`src/rtl/bt656_rx_if.sv`:
```
// BT.656 receive bus: byte stream in, qualified active video, position and status out.
interface bt656_rx_if;
  logic [7:0]  i_Data;
  logic        i_DataValid;
  logic [7:0]  o_Data;
  logic        o_DataValid;
  logic [15:0] o_PixelCount;
  logic [15:0] o_LineCount;
  logic        o_Fsignal;
  logic        o_Vsignal;
  logic        o_Hsignal;
  logic        o_SavDetected;
  logic        o_EavDetected;
  logic        o_ProtErr;
  logic        o_LenErr;
  logic        o_Locked;

  // Stream source / status consumer side.
  modport master (
    output i_Data, i_DataValid,
    input  o_Data, o_DataValid, o_PixelCount, o_LineCount, o_Fsignal, o_Vsignal, o_Hsignal,
           o_SavDetected, o_EavDetected, o_ProtErr, o_LenErr, o_Locked
  );

  // Decoder side.
  modport slave (
    input  i_Data, i_DataValid,
    output o_Data, o_DataValid, o_PixelCount, o_LineCount, o_Fsignal, o_Vsignal, o_Hsignal,
           o_SavDetected, o_EavDetected, o_ProtErr, o_LenErr, o_Locked
  );
endinterface

```
`src/rtl/bt656_rx.sv`:
```
// BT.656 receive decoder: finds FF 00 00 XY timing codes, checks protection bits,
// forwards active video bytes and tracks line position and lock.
module bt656_rx #(
  parameter int unsigned HACT_PIXELS = 1440,
  parameter int unsigned LOCK_LINES  = 4
) (
  input logic         i_SysClock,
  input logic         i_ResetN,
  bt656_rx_if.slave   bus
);

  localparam logic [16:0] HactPixels = 17'(HACT_PIXELS);
  localparam logic [7:0]  LockLines  = 8'(LOCK_LINES);

  typedef enum logic [1:0] {StSearch, StGotFf, StGot00a, StGot00b} syncState_e;

  syncState_e  stateQ, stateD;
  logic        activeQ, activeD;
  logic        lenArmQ, lenArmD;
  logic [16:0] cntQ, cntD;
  logic [15:0] lineQ, lineD;
  logic [7:0]  goodQ, goodD, goodInc;
  logic        lockedQ, lockedD;
  logic        fQ, vQ, hQ;
  logic        savQ, eavQ, protQ, lenQ;
  logic [7:0]  dataQ;
  logic        dataValidQ;
  logic [15:0] pixQ;

  logic [7:0]  din;
  logic        dv, isXy, xyF, xyV, xyH, xyOk;
  logic        savOk, eavOk, protBad, lenErr, fwd;

  assign din  = bus.i_Data;
  assign dv   = bus.i_DataValid;
  assign isXy = dv && (stateQ == StGot00b);
  assign xyF  = din[6];
  assign xyV  = din[5];
  assign xyH  = din[4];
  assign xyOk = din[7] && (din[3:0] == {xyV ^ xyH, xyF ^ xyH, xyF ^ xyV, xyF ^ xyV ^ xyH});

  assign savOk   = isXy && xyOk && !xyH;
  assign eavOk   = isXy && xyOk && xyH;
  assign protBad = isXy && !xyOk;
  // Length is only meaningful for a line opened by an active-video SAV.
  assign lenErr  = eavOk && lenArmQ && (cntQ != HactPixels);
  assign goodInc = (goodQ == 8'hFF) ? goodQ : goodQ + 8'd1;

  // Sync preamble FSM, advancing on valid bytes only.
  always_comb begin
    stateD = stateQ;
    if (dv) begin
      unique case (stateQ)
        StSearch: stateD = (din == 8'hFF) ? StGotFf : StSearch;
        StGotFf: begin
          if (din == 8'h00)      stateD = StGot00a;
          else if (din == 8'hFF) stateD = StGotFf;
          else                   stateD = StSearch;
        end
        StGot00a: begin
          if (din == 8'h00)      stateD = StGot00b;
          else if (din == 8'hFF) stateD = StGotFf;
          else                   stateD = StSearch;
        end
        StGot00b: stateD = (din == 8'hFF) ? StGotFf : StSearch;
        default:  stateD = StSearch;
      endcase
    end
  end

  // Active window, byte counter and forwarding decision.
  always_comb begin
    activeD = activeQ;
    lenArmD = lenArmQ;
    cntD    = cntQ;
    fwd     = 1'b0;
    if (dv && activeQ) begin
      if (din == 8'hFF) begin
        activeD = 1'b0;
      end else if (din != 8'h00) begin
        fwd = (cntQ < HactPixels);
        // Keep counting past the line length so over-long lines still fail the check.
        if (cntQ != '1) cntD = cntQ + 17'd1;
      end
    end
    if (savOk) begin
      activeD = !xyV;
      lenArmD = !xyV;
      cntD    = '0;
    end
    if (eavOk || protBad) begin
      activeD = 1'b0;
      lenArmD = 1'b0;
    end
  end

  // Line counter and good-line lock tracking.
  always_comb begin
    lineD   = lineQ;
    goodD   = goodQ;
    lockedD = lockedQ;
    if (eavOk) lineD = (xyF != fQ) ? 16'd0 : lineQ + 16'd1;
    if (protBad || lenErr) begin
      goodD   = '0;
      lockedD = 1'b0;
    end else if (eavOk) begin
      goodD = goodInc;
      if (goodInc >= LockLines) lockedD = 1'b1;
    end
  end

  // State and registered outputs.
  always_ff @(posedge i_SysClock or negedge i_ResetN) begin
    if (!i_ResetN) begin
      stateQ     <= StSearch;
      activeQ    <= 1'b0;
      lenArmQ    <= 1'b0;
      cntQ       <= '0;
      lineQ      <= '0;
      goodQ      <= '0;
      lockedQ    <= 1'b0;
      fQ         <= 1'b0;
      vQ         <= 1'b0;
      hQ         <= 1'b0;
      savQ       <= 1'b0;
      eavQ       <= 1'b0;
      protQ      <= 1'b0;
      lenQ       <= 1'b0;
      dataQ      <= '0;
      dataValidQ <= 1'b0;
      pixQ       <= '0;
    end else begin
      stateQ     <= stateD;
      activeQ    <= activeD;
      lenArmQ    <= lenArmD;
      cntQ       <= cntD;
      lineQ      <= lineD;
      goodQ      <= goodD;
      lockedQ    <= lockedD;
      savQ       <= savOk;
      eavQ       <= eavOk;
      protQ      <= protBad;
      lenQ       <= lenErr;
      dataValidQ <= fwd;
      if (isXy && xyOk) begin
        fQ <= xyF;
        vQ <= xyV;
        hQ <= xyH;
      end
      if (fwd) begin
        dataQ <= din;
        pixQ  <= cntQ[15:0];
      end
    end
  end

  assign bus.o_Data        = dataQ;
  assign bus.o_DataValid   = dataValidQ;
  assign bus.o_PixelCount  = pixQ;
  assign bus.o_LineCount   = lineQ;
  assign bus.o_Fsignal     = fQ;
  assign bus.o_Vsignal     = vQ;
  assign bus.o_Hsignal     = hQ;
  assign bus.o_SavDetected = savQ;
  assign bus.o_EavDetected = eavQ;
  assign bus.o_ProtErr     = protQ;
  assign bus.o_LenErr      = lenQ;
  assign bus.o_Locked      = lockedQ;

endmodule

```
`src/flat_wrapper.sv`:
```
// flat-port wrapper written by rule: the top's interface ports become plain ports
module bt656_rx_flat 
#(
  parameter int unsigned HACT_PIXELS = 1440,
  parameter int unsigned LOCK_LINES  = 4
)
  (i_SysClock, i_ResetN, bus_i_Data, bus_i_DataValid, bus_o_Data, bus_o_DataValid, bus_o_PixelCount, bus_o_LineCount, bus_o_Fsignal, bus_o_Vsignal, bus_o_Hsignal, bus_o_SavDetected, bus_o_EavDetected, bus_o_ProtErr, bus_o_LenErr, bus_o_Locked);
  bt656_rx_if bus_i ();
  input logic i_SysClock;
  input logic i_ResetN;
  input wire logic [$bits(bus_i.i_Data)-1:0] bus_i_Data;
  input wire logic [$bits(bus_i.i_DataValid)-1:0] bus_i_DataValid;
  output wire logic [$bits(bus_i.o_Data)-1:0] bus_o_Data;
  output wire logic [$bits(bus_i.o_DataValid)-1:0] bus_o_DataValid;
  output wire logic [$bits(bus_i.o_PixelCount)-1:0] bus_o_PixelCount;
  output wire logic [$bits(bus_i.o_LineCount)-1:0] bus_o_LineCount;
  output wire logic [$bits(bus_i.o_Fsignal)-1:0] bus_o_Fsignal;
  output wire logic [$bits(bus_i.o_Vsignal)-1:0] bus_o_Vsignal;
  output wire logic [$bits(bus_i.o_Hsignal)-1:0] bus_o_Hsignal;
  output wire logic [$bits(bus_i.o_SavDetected)-1:0] bus_o_SavDetected;
  output wire logic [$bits(bus_i.o_EavDetected)-1:0] bus_o_EavDetected;
  output wire logic [$bits(bus_i.o_ProtErr)-1:0] bus_o_ProtErr;
  output wire logic [$bits(bus_i.o_LenErr)-1:0] bus_o_LenErr;
  output wire logic [$bits(bus_i.o_Locked)-1:0] bus_o_Locked;
  assign bus_i.i_Data = bus_i_Data;
  assign bus_i.i_DataValid = bus_i_DataValid;
  assign bus_o_Data = bus_i.o_Data;
  assign bus_o_DataValid = bus_i.o_DataValid;
  assign bus_o_PixelCount = bus_i.o_PixelCount;
  assign bus_o_LineCount = bus_i.o_LineCount;
  assign bus_o_Fsignal = bus_i.o_Fsignal;
  assign bus_o_Vsignal = bus_i.o_Vsignal;
  assign bus_o_Hsignal = bus_i.o_Hsignal;
  assign bus_o_SavDetected = bus_i.o_SavDetected;
  assign bus_o_EavDetected = bus_i.o_EavDetected;
  assign bus_o_ProtErr = bus_i.o_ProtErr;
  assign bus_o_LenErr = bus_i.o_LenErr;
  assign bus_o_Locked = bus_i.o_Locked;
  bt656_rx #(.HACT_PIXELS(HACT_PIXELS), .LOCK_LINES(LOCK_LINES)) u_core (.i_SysClock(i_SysClock), .i_ResetN(i_ResetN), .bus(bus_i));
endmodule
```
`config.mk`:
```
export PLATFORM = sky130hd
export DESIGN_NAME = bt656_rx_flat
export DESIGN_NICKNAME = d
export VERILOG_FILES = /design/src/rtl/bt656_rx_if.sv /design/src/rtl/bt656_rx.sv /design/src/flat_wrapper.sv
export SDC_FILE = /design/constraint.sdc
export NUM_CORES = 1
export LEC_CHECK = 0
export BUFFER_PORTS_ARGS = -buffer_cell sky130_fd_sc_hd__clkbuf_2
export CAP_MARGIN = 20
export CORE_MARGIN = 10
export CORE_UTILIZATION = 29
export CTS_CLUSTER_DIAMETER = 80
export DETAILED_ROUTE_END_ITERATION = 8
export GPL_TIMING_DRIVEN = 0
export PLACE_DENSITY = 0.5
export SLEW_MARGIN = 25
export SYNTH_ARGS = -nofsm -noshare
export SYNTH_HDL_FRONTEND = slang
export SYNTH_SLANG_ARGS = --single-unit
```
`constraint.sdc`:
```
create_clock -name i_SysClock -period 2.6 [get_ports i_SysClock]
set_input_delay 0.26 -clock i_SysClock [delete_from_list [all_inputs] [get_ports i_SysClock]]
set_output_delay 0.26 -clock i_SysClock [all_outputs]
set_load 0.05 [all_outputs]
```
==> summary.txt, run 1 <==
Status
  • Outcome: finished, final reports clean

STA
  • Slew @ Worst Pin: 781 ps
  • RSZ-0062 raised after global routing: false
  • Layout Skew: 6.71 ps
  • Fin. max-slew vios: 0
  • Final Critical Period: 2480 ps
  • Relative slew slack: 48.0%
  • Count of final hold-check violations: 0
  • Period utilization: 95.5%
  • Maximum operating frequency: 403 MHz
  • # setup viols final: 0
  • Final WS setup: 117 ps

Power
  • Sw Pwr: 0.547 mW
  • Leak pwr: 2.30 nW
  • Comb pwr share: 3.6%
  • Int Pwr: 2.03 mW
  • Peak supply drop: 0.000277 V
  • Switching share of power: 21.2%
  • Clock share of power: 49.2%
  • Seq pwr share: 47.2%
  • Power per cell area: 520 mW/mm²

Place
  • Placed cell count: 639
  • DP HPWL: 7080 µm
  • GP Congestion: 0.762
  • Port Buffers: 59
  • Dpl ws: -210 ps

Logic synthesis
  • Top cells by area, synth: dfrtp_1 (48%), mux2_2 (5.0%), o21ai_0 (3.3%), ha_1 (3.1%), nor2_1 (3.0%)
  • Post-Syn Area: 0.00408 mm²
  • Area leader, netlist: dfrtp_1
  • Synth Net Count: 421
  • Post-synthesis sequential area ratio: 47.9%
  • Synth cell types: 52
  • Flops & latches, synth: 78
  • Count leader, synth: dfrtp_1
  • Syn Inst Count: 400
  • Avg Cell Area, Syn: 10.2 µm²
  • Synth cell count leaders: dfrtp_1 (78), nor2_1 (33), nand2_1 (32), o21ai_0 (27), nand3_1 (21)
  • YS warnings: 0
  • Number of enable flip-flop cells after synthesis: 0
  • Yosys top cell area share: 47.9%
  • Top FF cell, synth: dfrtp_1
  • Async S/R FF share, synth: 100%

Global route
  • Largest net degree at the start of global routing: 79
  • Initial antenna violation count: 0
  • Gr usage total: 10.6%
  • GRT overflow: 0
  • First-pass GRT wire length: 16800 µm
  • Vias in the first global route: 3185

Critical path
  • Critical path buffer and inverter count: 1
  • CP cell instances: ha_1 > nand3_2 > nor4_1 > ha_1 > or4_4 > buf_6 > nor4_4 > xnor2_1 > nor2_2
  • Reg2reg setup slack: 120 ps
  • CP most frequent cell: ha_1
  • Worst R2R Path Depth: 9
  • CP max FO: 10
  • Reg2reg end: u_core.cntQ[15]$_DFFE_PN0P_
  • CP required: 2830 ps
  • Crit path arrival time: 2710 ps
  • CP Capture Type: flip-flop
  • Crit path max-delay family: simple AND/OR/NAND/NOR gates
  • Largest stage delay, worst path: 580 ps
  • Critical path type: reg -> reg
  • Worst reg2reg path startpoint: u_core.cntQ[0]$_DFFE_PN0P_
  • Worst setup SP type: flip-flop
  • Crit-path slowest cell: or4_4

Route
  • Pre-antenna DRT Iters: 5
  • DR vias/cell: 4.90
  • Avg WL per Cell: 15.0 µm
  • Post-DRT Antenna Nets: 0
  • Post-Route WL: 9850 µm
  • Drc violations: 0
  • Via count: 3217
  • DR iter-0 viols: 130

Finish
  • Share of cells above drive strength 1: 26.4%
  • Area occupied by multi-input gates: 0.00197 mm²
  • Fillers: 1414
  • ANT cells: 0
  • Final nets: 495
  • Storage element area: 0.00195 mm²
  • Fin cells: 657
  • P&R area growth vs syn: 21.5%

Hold path
  • Hold endpoint: u_core.stateQ[1]$_DFFE_PN0P_
  • Worst min-delay path startpoint: bus_i_DataValid
  • HP Class: in -> reg
  • Hold Crit Depth: 2

Die
  • IO Pins: 60
  • Starting density of the core: 29.5%
  • Die area: 0.0192 mm²
  • Core Area: 0.0138 mm²
  • Rows: 43
  • Die H: 139 µm
  • Die X-Extent: 139 µm

CTS
  • Longest Clk Path Bufs: 2
  • Clock Pin Slew Worst Setup and Hold Paths: 60 ps
  • H-tree depth: 3
  • Root Driver: clkbuf_16
  • Clk sinks: 78
  • Worst-Skew Late Latency: 340 ps
  • CTS tree: done
  • Total CTS buffers: 9

Run
  • Max-cap viol count: 0
registers in the layout, indices dropped and copies added, names as in the netlist, 2 cells and up:
| name | cells |
|---|---|
| u_core.bus.o_Data | 8 |
| u_core.bus.o_LineCount | 16 |
| u_core.bus.o_PixelCount | 16 |
| u_core.cntQ | 17 |
| u_core.goodQ | 8 |
| u_core.stateQ | 2 |
per-stage QoR:
step / hold slack, ps / utilization [%] / total power [mW] / setup TNS (ps) / area [µm²]
CTS: 196 / 35.6 / 2.62 / 0 / 4920
global placement: 473 / 33.2 / 1.33 / -3270 / 4600
detailed placement: 347 / 33.3 / 1.33 / -3170 / 4600
finish: 209 / 35.8 / 2.57 / 0 / 4950
floorplan: -35.6 / - / 1.28 / 0 / 4080
global route: 240 / 35.8 / 2.69 / 0 / 4950
per-layer routing:
metal  track usage (%)  part of all wire (%)  vias to the layer above
met5                 0                     0                        -
met4              4.38                   1.6                        0
met3              3.90                   5.3                       11
met2              14.9                    42                       66
met1              14.2                    51                     1542
li1                  -                     -                     1598
placed cells by master (no fill, tap or decap), types with 5 or more instances in the layout:
| cell | count |
|---|---|
| dfrtp_1 | 77 |
| clkbuf_2 | 58 |
| nor2_1 | 33 |
| nand2_1 | 31 |
| o21ai_0 | 27 |
| nand3_1 | 19 |
| mux2_2 | 18 |
| inv_1 | 16 |
| a21oi_1 | 14 |
| xnor2_1 | 13 |
| nor4_1 | 11 |
| clkbuf_1 | 11 |
| o31ai_1 | 11 |
| ha_1 | 10 |
| and3_1 | 9 |
| nand4_1 | 9 |
| clkbuf_16 | 9 |
| buf_2 | 6 |
| nor2b_1 | 6 |
| a31oi_1 | 6 |
| nor3_1 | 5 |
| xor2_1 | 5 |
cell families (layout without fill, tap and decap cells):
logic type	count (synthesis)	in the layout	synth area share, %
DFF	78	78	47.9
and+or+nand+nor	165	165	24.3
adders and majority gates	10	10	3.07
AOI/OAI and AO/OA	71	71	10.5
xor gates and xnor gates	18	18	3.87
muxes	22	22	6.08
buffers and inverters	36	113	4.33
worst max-delay path by stage:
stage	from	endpoint	slack, ps	cells after the start
6_report	u_core.cntQ[0]$_DFFE_PN0P_	u_core.cntQ[15]$_DFFE_PN0P_	120	9
5_1_grt	u_core.cntQ[1]$_DFFE_PN0P_	u_core.goodQ[4]$_DFFE_PN0P_	8	9
4_1_cts	u_core.cntQ[5]$_DFFE_PN0P_	u_core.cntQ[15]$_DFFE_PN0P_	20	10
3_5_place_dp	bus_i_Data[4]	u_core.bus.o_PixelCount[2]$_DFFE_PN0P_	-210	9
3_3_place_gp	bus_i_Data[4]	u_core.bus.o_PixelCount[2]$_DFFE_PN0P_	-230	9
2_1_floorplan	u_core.cntQ[5]$_DFFE_PN0P_	u_core.cntQ[15]$_DFFE_PN0P_	220	10
timing repair:
action / in CTS / in global routing
buffers inserted: 0 / 3
hold buffers: 1 / 0
resized for setup: 3 / 2
pin swaps: 0 / 1
hold endpoints to repair: 78 / 0
setup endpoints to repair: 10 / 26
power by group through the flow:
stage	logic (mW)	registers [mW]	clock network [mW]
after floorplan	0.0399	1.24	0
after global placement	0.0918	1.24	0
after detailed placement	0.0945	1.24	0
after CTS	0.0959	1.21	1.31
after global routing	0.107	1.21	1.37
final	0.0919	1.22	1.27
cell type report:
class / count / share of cell area (%)
well taps: 180 / 4.55
multi-input cells: 286 / 39.8
repair buffers: 63 / 6.80
plain buffers: 20 / 2.35
clock inverters: 1 / 0.607
inverters: 16 / 1.21
clock buffers: 13 / 5.26
flip-flops and latches: 78 / 39.5
Note: power is estimated with default switching activity, not from simulation.
==> run 2: changes to the inputs <==
--- a/config.mk
+++ b/config.mk
@@ -5,8 +5,10 @@
 export SDC_FILE = /design/constraint.sdc
 export NUM_CORES = 1
 export LEC_CHECK = 0
+export ABC_AREA = 1
 export BUFFER_PORTS_ARGS = -buffer_cell sky130_fd_sc_hd__clkbuf_2
 export CAP_MARGIN = 20
+export CORE_ASPECT_RATIO = 0.5
 export CORE_MARGIN = 10
 export CORE_UTILIZATION = 29
 export CTS_CLUSTER_DIAMETER = 80
==> summary.txt, run 2 <==
Logic synthesis
  • Xor-xnor portion of the synthesized cell area: 3.40% (-0.47 points)
  • Post-Syn Area: 0.00413 mm² (+1.3%)
  • Count leader, synth: nand2_1
  • Syn Inst Count: 531 (+33%)
  • Top cells by area, synth: dfrtp_1 (47%), nand2_1 (12%), nor2_1 (7.1%), inv_1 (5.3%), nand3_1 (5.1%)
  • Synth cell types: 33 (-37%)
  • Simple-gate area share of the yosys netlist: 30.9% (+6.7 points)
  • Yosys top cell area share: 47.3% (-0.60 points)
  • Number of enable flip-flop cells after synthesis: 0 (unchanged)
  • Post-synthesis sequential area ratio: 47.3% (-0.60 points)
  • Top FF cell, synth: dfrtp_1
  • Async S/R FF share, synth: 100% (unchanged)
  • Multiplexer share of the synthesized area: 0% (-6.1 points)
  • Main combinational cell family by area after synthesis: simple AND/OR/NAND/NOR gates
  • Synth Net Count: 552 (+31%)
  • Synth cell count leaders: nand2_1 (136), dfrtp_1 (78), nor2_1 (78), inv_1 (58), nand3_1 (42)
  • YS warnings: 0 (unchanged)
  • Synth Area in Compound Gates: 7.49% (-3.0 points)
  • Flops & latches, synth: 78 (unchanged)
  • Synthesized-area fraction occupied by adder cells: 3.03% (-0.038 points)
  • Area leader, netlist: dfrtp_1
  • Avg Cell Area, Syn: 7.77 µm² (-24%)

Global route
  • Largest net degree at the start of global routing: 79 (unchanged)
  • Initial antenna violation count: 0 (unchanged)
  • GRT overflow: 0 (unchanged)
  • Vias in the first global route: 3604 (+13%)
  • First-pass GRT wire length: 18100 µm (+7.3%)
  • Gr usage total: 11.1% (+0.48 points)

Critical path
  • Worst R2R Path Depth: 14 (+5)
  • Worst setup SP type: flip-flop
  • Crit path max-delay family: simple AND/OR/NAND/NOR gates
  • Crit-path slowest cell: dfrtp_1
  • Critical path type: reg -> reg
  • Crit path arrival time: 2550 ps (-160 ps)
  • Critical path buffer and inverter count: 4 (+3)
  • Largest stage delay, worst path: 390 ps (-190 ps)
  • CP Capture Type: flip-flop
  • CP max FO: 10 (unchanged)
  • Crit path depth: 14 (+5)
  • CP required: 2830 ps (about the same)
  • CP cell instances: ha_1 > nand3_1 > nor2_1 > inv_1 > nor4_1 > ha_1 > nor2_1 > nand3_2 > inv_2 > buf_4 > nand2_1 > o21ai_1 > nand2_1 > inv_1

STA
  • RSZ-0062 raised after global routing: false
  • # setup viols final: 0 (unchanged)
  • Period utilization: 89.3% (-6.2 points)
  • Layout Skew: 6.09 ps (-0.618 ps)
  • Slew @ Worst Pin: 667 ps (-113 ps)
  • Relative slew slack: 55.5% (+7.6 points)
  • Setup_tns: 0 ps (unchanged)
  • Maximum operating frequency: 431 MHz (+7.0%)
  • Fin. max-slew vios: 0 (unchanged)
  • Final Critical Period: 2320 ps (-162 ps)
  • Min Hold Slack: 201 ps (-8.32 ps)
  • Count of final hold-check violations: 0 (unchanged)

Finish
  • P&R area growth vs syn: 21.5% (about the same)
  • Largest Register: u_core.cntQ
  • Most frequent cells in the layout: nand2_1 (136), nor2_1 (78), dfrtp_1 (78)
  • Commonest non-fill, non-tap cell in the layout: nand2_1
  • Final nets: 623 (+26%)
  • Max reg flops: 17 (unchanged)
  • Fillers: 1491 (+5.4%)
  • Share of cells above drive strength 1: 16.2% (-10 points)
  • ANT cells: 0 (unchanged)

Power
  • Peak supply drop: 0.000280 V (+0.93%)
  • Final Power: 2.81 mW (+9.2%)
  • Leak pwr: 2.68 nW (+17%)
  • Seq pwr share: 44.4% (-2.8 points)
  • Int Pwr: 2.17 mW (+6.8%)
  • Switching share of power: 23.0% (+1.7 points)
  • Sw Pwr: 0.645 mW (+18%)
  • Power per cell area: 561 mW/mm² (+7.8%)
  • Comb pwr share: 5.9% (+2.3 points)
  • Clock share of power: 49.7% (+0.5 points)

CTS
  • CTS tree: done
  • Root Driver: clkbuf_16
  • Clock Pin Slew Worst Setup and Hold Paths: 60 ps (about the same)
  • Worst-Skew Late Latency: 340 ps (about the same)
  • Postcts setup bufs: 0 (unchanged)
  • Total CTS buffers: 9 (unchanged)
  • CTS Hold Bufs: 1 (unchanged)
  • H-tree depth: 3 (unchanged)
  • Clk sinks: 78 (unchanged)
  • Post-CTS sizing: 0 (-3)
  • Longest Clk Path Bufs: 2 (unchanged)

Route
  • DR vias/cell: 4.54 (-7.2%)
  • Via count: 3626 (+13%)
  • Post-DRT Antenna Nets: 0 (unchanged)
  • DR iter-0 viols: 223 (+72%)
  • Avg WL per Cell: 13.5 µm (-9.9%)
  • Post-Route WL: 10800 µm (+9.4%)
  • Drc violations: 0 (unchanged)
  • Pre-antenna DRT Iters: 4 (-1)

Die
  • Core Area: 0.0137 mm² (-0.64%)
  • Die X-Extent: 189 µm (+36%)
  • Rows: 30 (-30%)
  • Die area: 0.0197 mm² (+2.6%)
  • IO Pins: 60 (unchanged)
  • Starting density of the core: 30.0% (+0.56 points)
  • Die H: 104 µm (-25%)

Run
  • Max-cap viol count: 0 (unchanged)

Hold path
  • HP Class: in -> reg
  • Hold Crit Depth: 3 (+1)

Place
  • Port Buffers: 59 (unchanged)
  • DP HPWL: 7800 µm (+10%)
  • GP Congestion: 0.820 (+7.6%)

Status
  • Outcome: finished, final reports clean
[run 2: path summary, 6_finish.rpt]
| path | slack, ps | endpoint | from |
|---|---|---|---|
| max | 280 | u_core.cntQ[1]$_DFFE_PN0P_ | u_core.cntQ[0]$_DFFE_PN0P_ |
| min | 200 | u_core.bus.o_Data[3]$_DFFE_PN0P_ | bus_i_Data[3] |
| max reg2reg | 280 | u_core.cntQ[1]$_DFFE_PN0P_ | u_core.cntQ[0]$_DFFE_PN0P_ |
| min reg2reg | 480 | u_core.bus.o_Hsignal$_DFFE_PN0N_ | u_core.bus.o_Hsignal$_DFFE_PN0N_ |
| max in group asynchronous | 1610 | u_core.bus.o_EavDetected$_DFF_PN0_ | i_ResetN |
| min in group asynchronous | 490 | u_core.bus.o_SavDetected$_DFF_PN0_ | i_ResetN |
[run 2: power groups by stage]
stage / Combinational [mW] / Clock [mW] / Sequential [mW]
global route: 0.194 / 1.48 / 1.25
global placement: 0.165 / 0 / 1.27
floorplan: 0.0935 / 0 / 1.27
CTS: 0.170 / 1.43 / 1.25
finish: 0.167 / 1.40 / 1.25
detailed placement: 0.169 / 0 / 1.27
[run 2: stage by stage]
step / worst slack [ps] / utilization (%) / instances / area [µm²]
after floorplan: 649 / - / 531 / 4130
after global placement: 305 / 33.9 / 782 / 4660
after detailed placement: 297 / 34.0 / 782 / 4670
after CTS: 277 / 36.4 / 798 / 5000
after global routing: 53.8 / 36.5 / 798 / 5010
final: 279 / 36.5 / 798 / 5010
[run 2: final cells by class]
type | count | area [µm²] | area share [%]
clock inverters | 3 | 67.6 | 1.35
inverters | 63 | 240 | 4.79
plain buffers | 10 | 83.8 | 1.67
flip-flops and latches | 78 | 1950 | 38.9
multi-input cells | 380 | 1860 | 37.1
clock buffers | 12 | 256 | 5.12
repair buffers | 60 | 314 | 6.27
well taps | 192 | 240 | 4.79
[run 2: worst register-to-register path, delay by kind of cell, from the launching register on]
| kind | cells | cell delay, ps |
|---|---|---|
| flip-flops | 1 | 390 |
| AO/OA/AOI/OAI | 1 | 60 |
| adder cells (fa/ha/maj) | 2 | 430 |
| AND/OR/NAND/NOR | 7 | 950 |
| buffers and inverters | 4 | 390 |
[run 2: logic make-up after synthesis]
kind of cell             after synthesis
buffers and inverters                 73
adder cells (fa/ha/maj)               10
AO/OA/AOI/OAI                         59
AND/OR/NAND/NOR                      295
flip-flops                            78
XOR/XNOR                              16
[run 2: metal layers]
metal	vias up	global-route usage, %	wire length (µm)
li1	1849	-	-
met1	1702	13.2	4930
met2	58	18.5	5210
met3	17	3.31	454
met4	0	3.66	180
met5	-	0	0
==> run 3: changes to the inputs <==
==> constraint.sdc (replaced) <==
create_clock -name i_SysClock -period 2.9 [get_ports i_SysClock]
set_input_delay 0.29 -clock i_SysClock [delete_from_list [all_inputs] [get_ports i_SysClock]]
set_output_delay 0.29 -clock i_SysClock [all_outputs]
set_load 0.05 [all_outputs]
==> summary.txt, run 3 (synthesis results as in run 2) <==
Status
  • Outcome: finished with violations
  • Failing checks: hold timing

Route
  • Post-Route WL: 10800 µm (unchanged)
  • Avg WL per Cell: 13.5 µm (+0.13%)
  • Drc violations: 0 (unchanged)
  • DR iter-0 viols: 204 (-8.5%)
  • Pre-antenna DRT Iters: 4 (unchanged)
  • Via count: 3628 (+0.055%)
  • Post-DRT Antenna Nets: 0 (unchanged)
  • DR vias/cell: 4.55 (+0.18%)

CTS
  • Clk sinks: 78 (unchanged)
  • H-tree depth: 3 (unchanged)
  • Clock Pin Slew Worst Setup and Hold Paths: 60 ps (about the same)
  • CTS tree: done
  • Root Driver: clkbuf_16
  • CTS Hold Bufs: 0 (-1)
  • Total CTS buffers: 9 (unchanged)
  • Worst-Skew Late Latency: 340 ps (about the same)
  • Post-CTS sizing: 0 (unchanged)
  • Longest Clk Path Bufs: 2 (unchanged)
  • Postcts setup bufs: 0 (unchanged)

Finish
  • ANT cells: 0 (unchanged)
  • Commonest non-fill, non-tap cell in the layout: nand2_1
  • Most frequent cells in the layout: nand2_1 (136), nor2_1 (78), dfrtp_1 (78)
  • P&R area growth vs syn: 21.2%
  • Area occupied by multi-input gates: 0.00186 mm² (unchanged)
  • Fillers: 1491 (unchanged)
  • Largest Register: u_core.cntQ
  • Max reg flops: 17 (unchanged)
  • Storage element area: 0.00195 mm² (unchanged)
  • Share of cells above drive strength 1: 16.2% (+0.027 points)
  • Final nets: 622 (-0.16%)

STA
  • Final WS setup: 583 ps (+303 ps)
  • Slew @ Worst Pin: 643 ps (-23.9 ps)
  • Maximum operating frequency: 432 MHz (+0.14%)
  • Layout Skew: 6.05 ps (-0.0380 ps)
  • Final Critical Period: 2320 ps (-3.26 ps)
  • Min Hold Slack: -17.5 ps (-218 ps)
  • # setup viols final: 0 (unchanged)
  • Fin. max-slew vios: 0 (unchanged)
  • Period utilization: 79.9% (-9.3 points)
  • Count of final hold-check violations: 15 (+15)
  • Setup_tns: 0 ps (unchanged)
  • RSZ-0062 raised after global routing: false
  • Relative slew slack: 57.1% (+1.6 points)

Critical path
  • Crit path max-delay family: simple AND/OR/NAND/NOR gates
  • CP startpoint: u_core.cntQ[0]$_DFFE_PN0P_
  • Largest stage delay, worst path: 390 ps (about the same)
  • Crit path arrival time: 2550 ps (about the same)
  • CP cell instances: ha_1 > nand3_1 > nor2_1 > inv_1 > nor4_1 > ha_1 > nor2_1 > nand3_2 > inv_2 > buf_4 > nand2_1 > o21ai_1 > nand2_1 > inv_1
  • Crit-path slowest cell: dfrtp_1
  • Worst reg2reg path startpoint: u_core.cntQ[0]$_DFFE_PN0P_
  • Critical path buffer and inverter count: 4 (unchanged)
  • CP max FO: 10 (unchanged)
  • Critical path type: reg -> reg
  • CP Capture Type: flip-flop
  • CP required: 3130 ps (+300 ps)
  • Worst setup SP type: flip-flop

Global route
  • Initial antenna violation count: 0 (unchanged)
  • Largest net degree at the start of global routing: 79 (unchanged)
  • First-pass GRT wire length: 18000 µm (-0.19%)
  • Gr usage total: 11.0% (-0.021 points)
  • Vias in the first global route: 3598 (-0.17%)
  • GRT overflow: 0 (unchanged)

Die
  • Die X-Extent: 189 µm (unchanged)
  • Starting density of the core: 30.0% (unchanged)
  • Die area: 0.0197 mm² (unchanged)
  • Die H: 104 µm (unchanged)
  • Rows: 30 (unchanged)
  • Core Area: 0.0137 mm² (unchanged)
  • IO Pins: 60 (unchanged)

Place
  • Port Buffers: 59 (unchanged)
  • GP Congestion: 0.820 (unchanged)
  • Dpl ws: 597 ps (+300 ps)
  • DP HPWL: 7800 µm (unchanged)

Hold path
  • HP Class: in -> async

Power
  • Leak pwr: 2.68 nW (-0.16%)
  • Peak supply drop: 0.000251 V (-10%)
  • Power per cell area: 503 mW/mm² (-10%)

Run
  • Max-cap viol count: 0 (unchanged)
==> run 3: worst paths after layout <==
check	to	slack, ps	depth (start not counted)
min in group i_SysClock	u_core.bus.o_Data[3]$_DFFE_PN0P_	230	3
max in group asynchronous	u_core.bus.o_EavDetected$_DFF_PN0_	2460	1
setup reg to reg	u_core.cntQ[1]$_DFFE_PN0P_	580	14
hold reg to reg	u_core.bus.o_Hsignal$_DFFE_PN0N_	480	2
hold / removal	u_core.cntQ[15]$_DFFE_PN0P_	-20	1
setup / recovery	u_core.cntQ[1]$_DFFE_PN0P_	580	14
==> run 3: cell type report <==
type,instances,share of cell area (%)
Sequential cell,78,39.0
Multi-Input combinational cell,380,37.1
Timing Repair Buffer,59,6.08
Clock buffer,12,5.13
Inverter,63,4.80
Tap cell,192,4.80
Buffer,10,1.68
Clock inverter,3,1.35
==> run 3: worst reg2reg max path, stage by stage, from the launching register on <==
cell and delay [ps]:
dfrtp_1 390, ha_1 230, nand3_1 120, nor2_1 200, inv_1 70, nor4_1 270, ha_1 210, nor2_1 70
nand3_2 170, inv_2 90, buf_4 180, nand2_1 60, o21ai_1 60, nand2_1 60, inv_1 50
==> run 3: stage by stage <==
step / utilization [%] / cells / cell area [µm²] / power [mW]
2_1_floorplan: - / 531 / 4130 / 1.22
3_3_place_gp: 33.9 / 782 / 4660 / 1.29
3_5_place_dp: 34.0 / 782 / 4670 / 1.29
4_1_cts: 36.4 / 797 / 4990 / 2.55
5_1_grt: 36.4 / 797 / 5000 / 2.62
6_report: 36.4 / 797 / 5000 / 2.52
==> run 3: power breakdown <==
group	internal, mW	total, mW	switching, mW
logic	0.0408	0.148	0.108
clock network	0.797	1.25	0.454
registers	1.10	1.12	0.0157
==> run 3: metal layers <==
metal / global-route usage [%] / wire [µm]
met5: 0 / 0
met4: 3.66 / 171
met1: 13.2 / 4910
met2: 18.5 / 5230
met3: 3.31 / 470
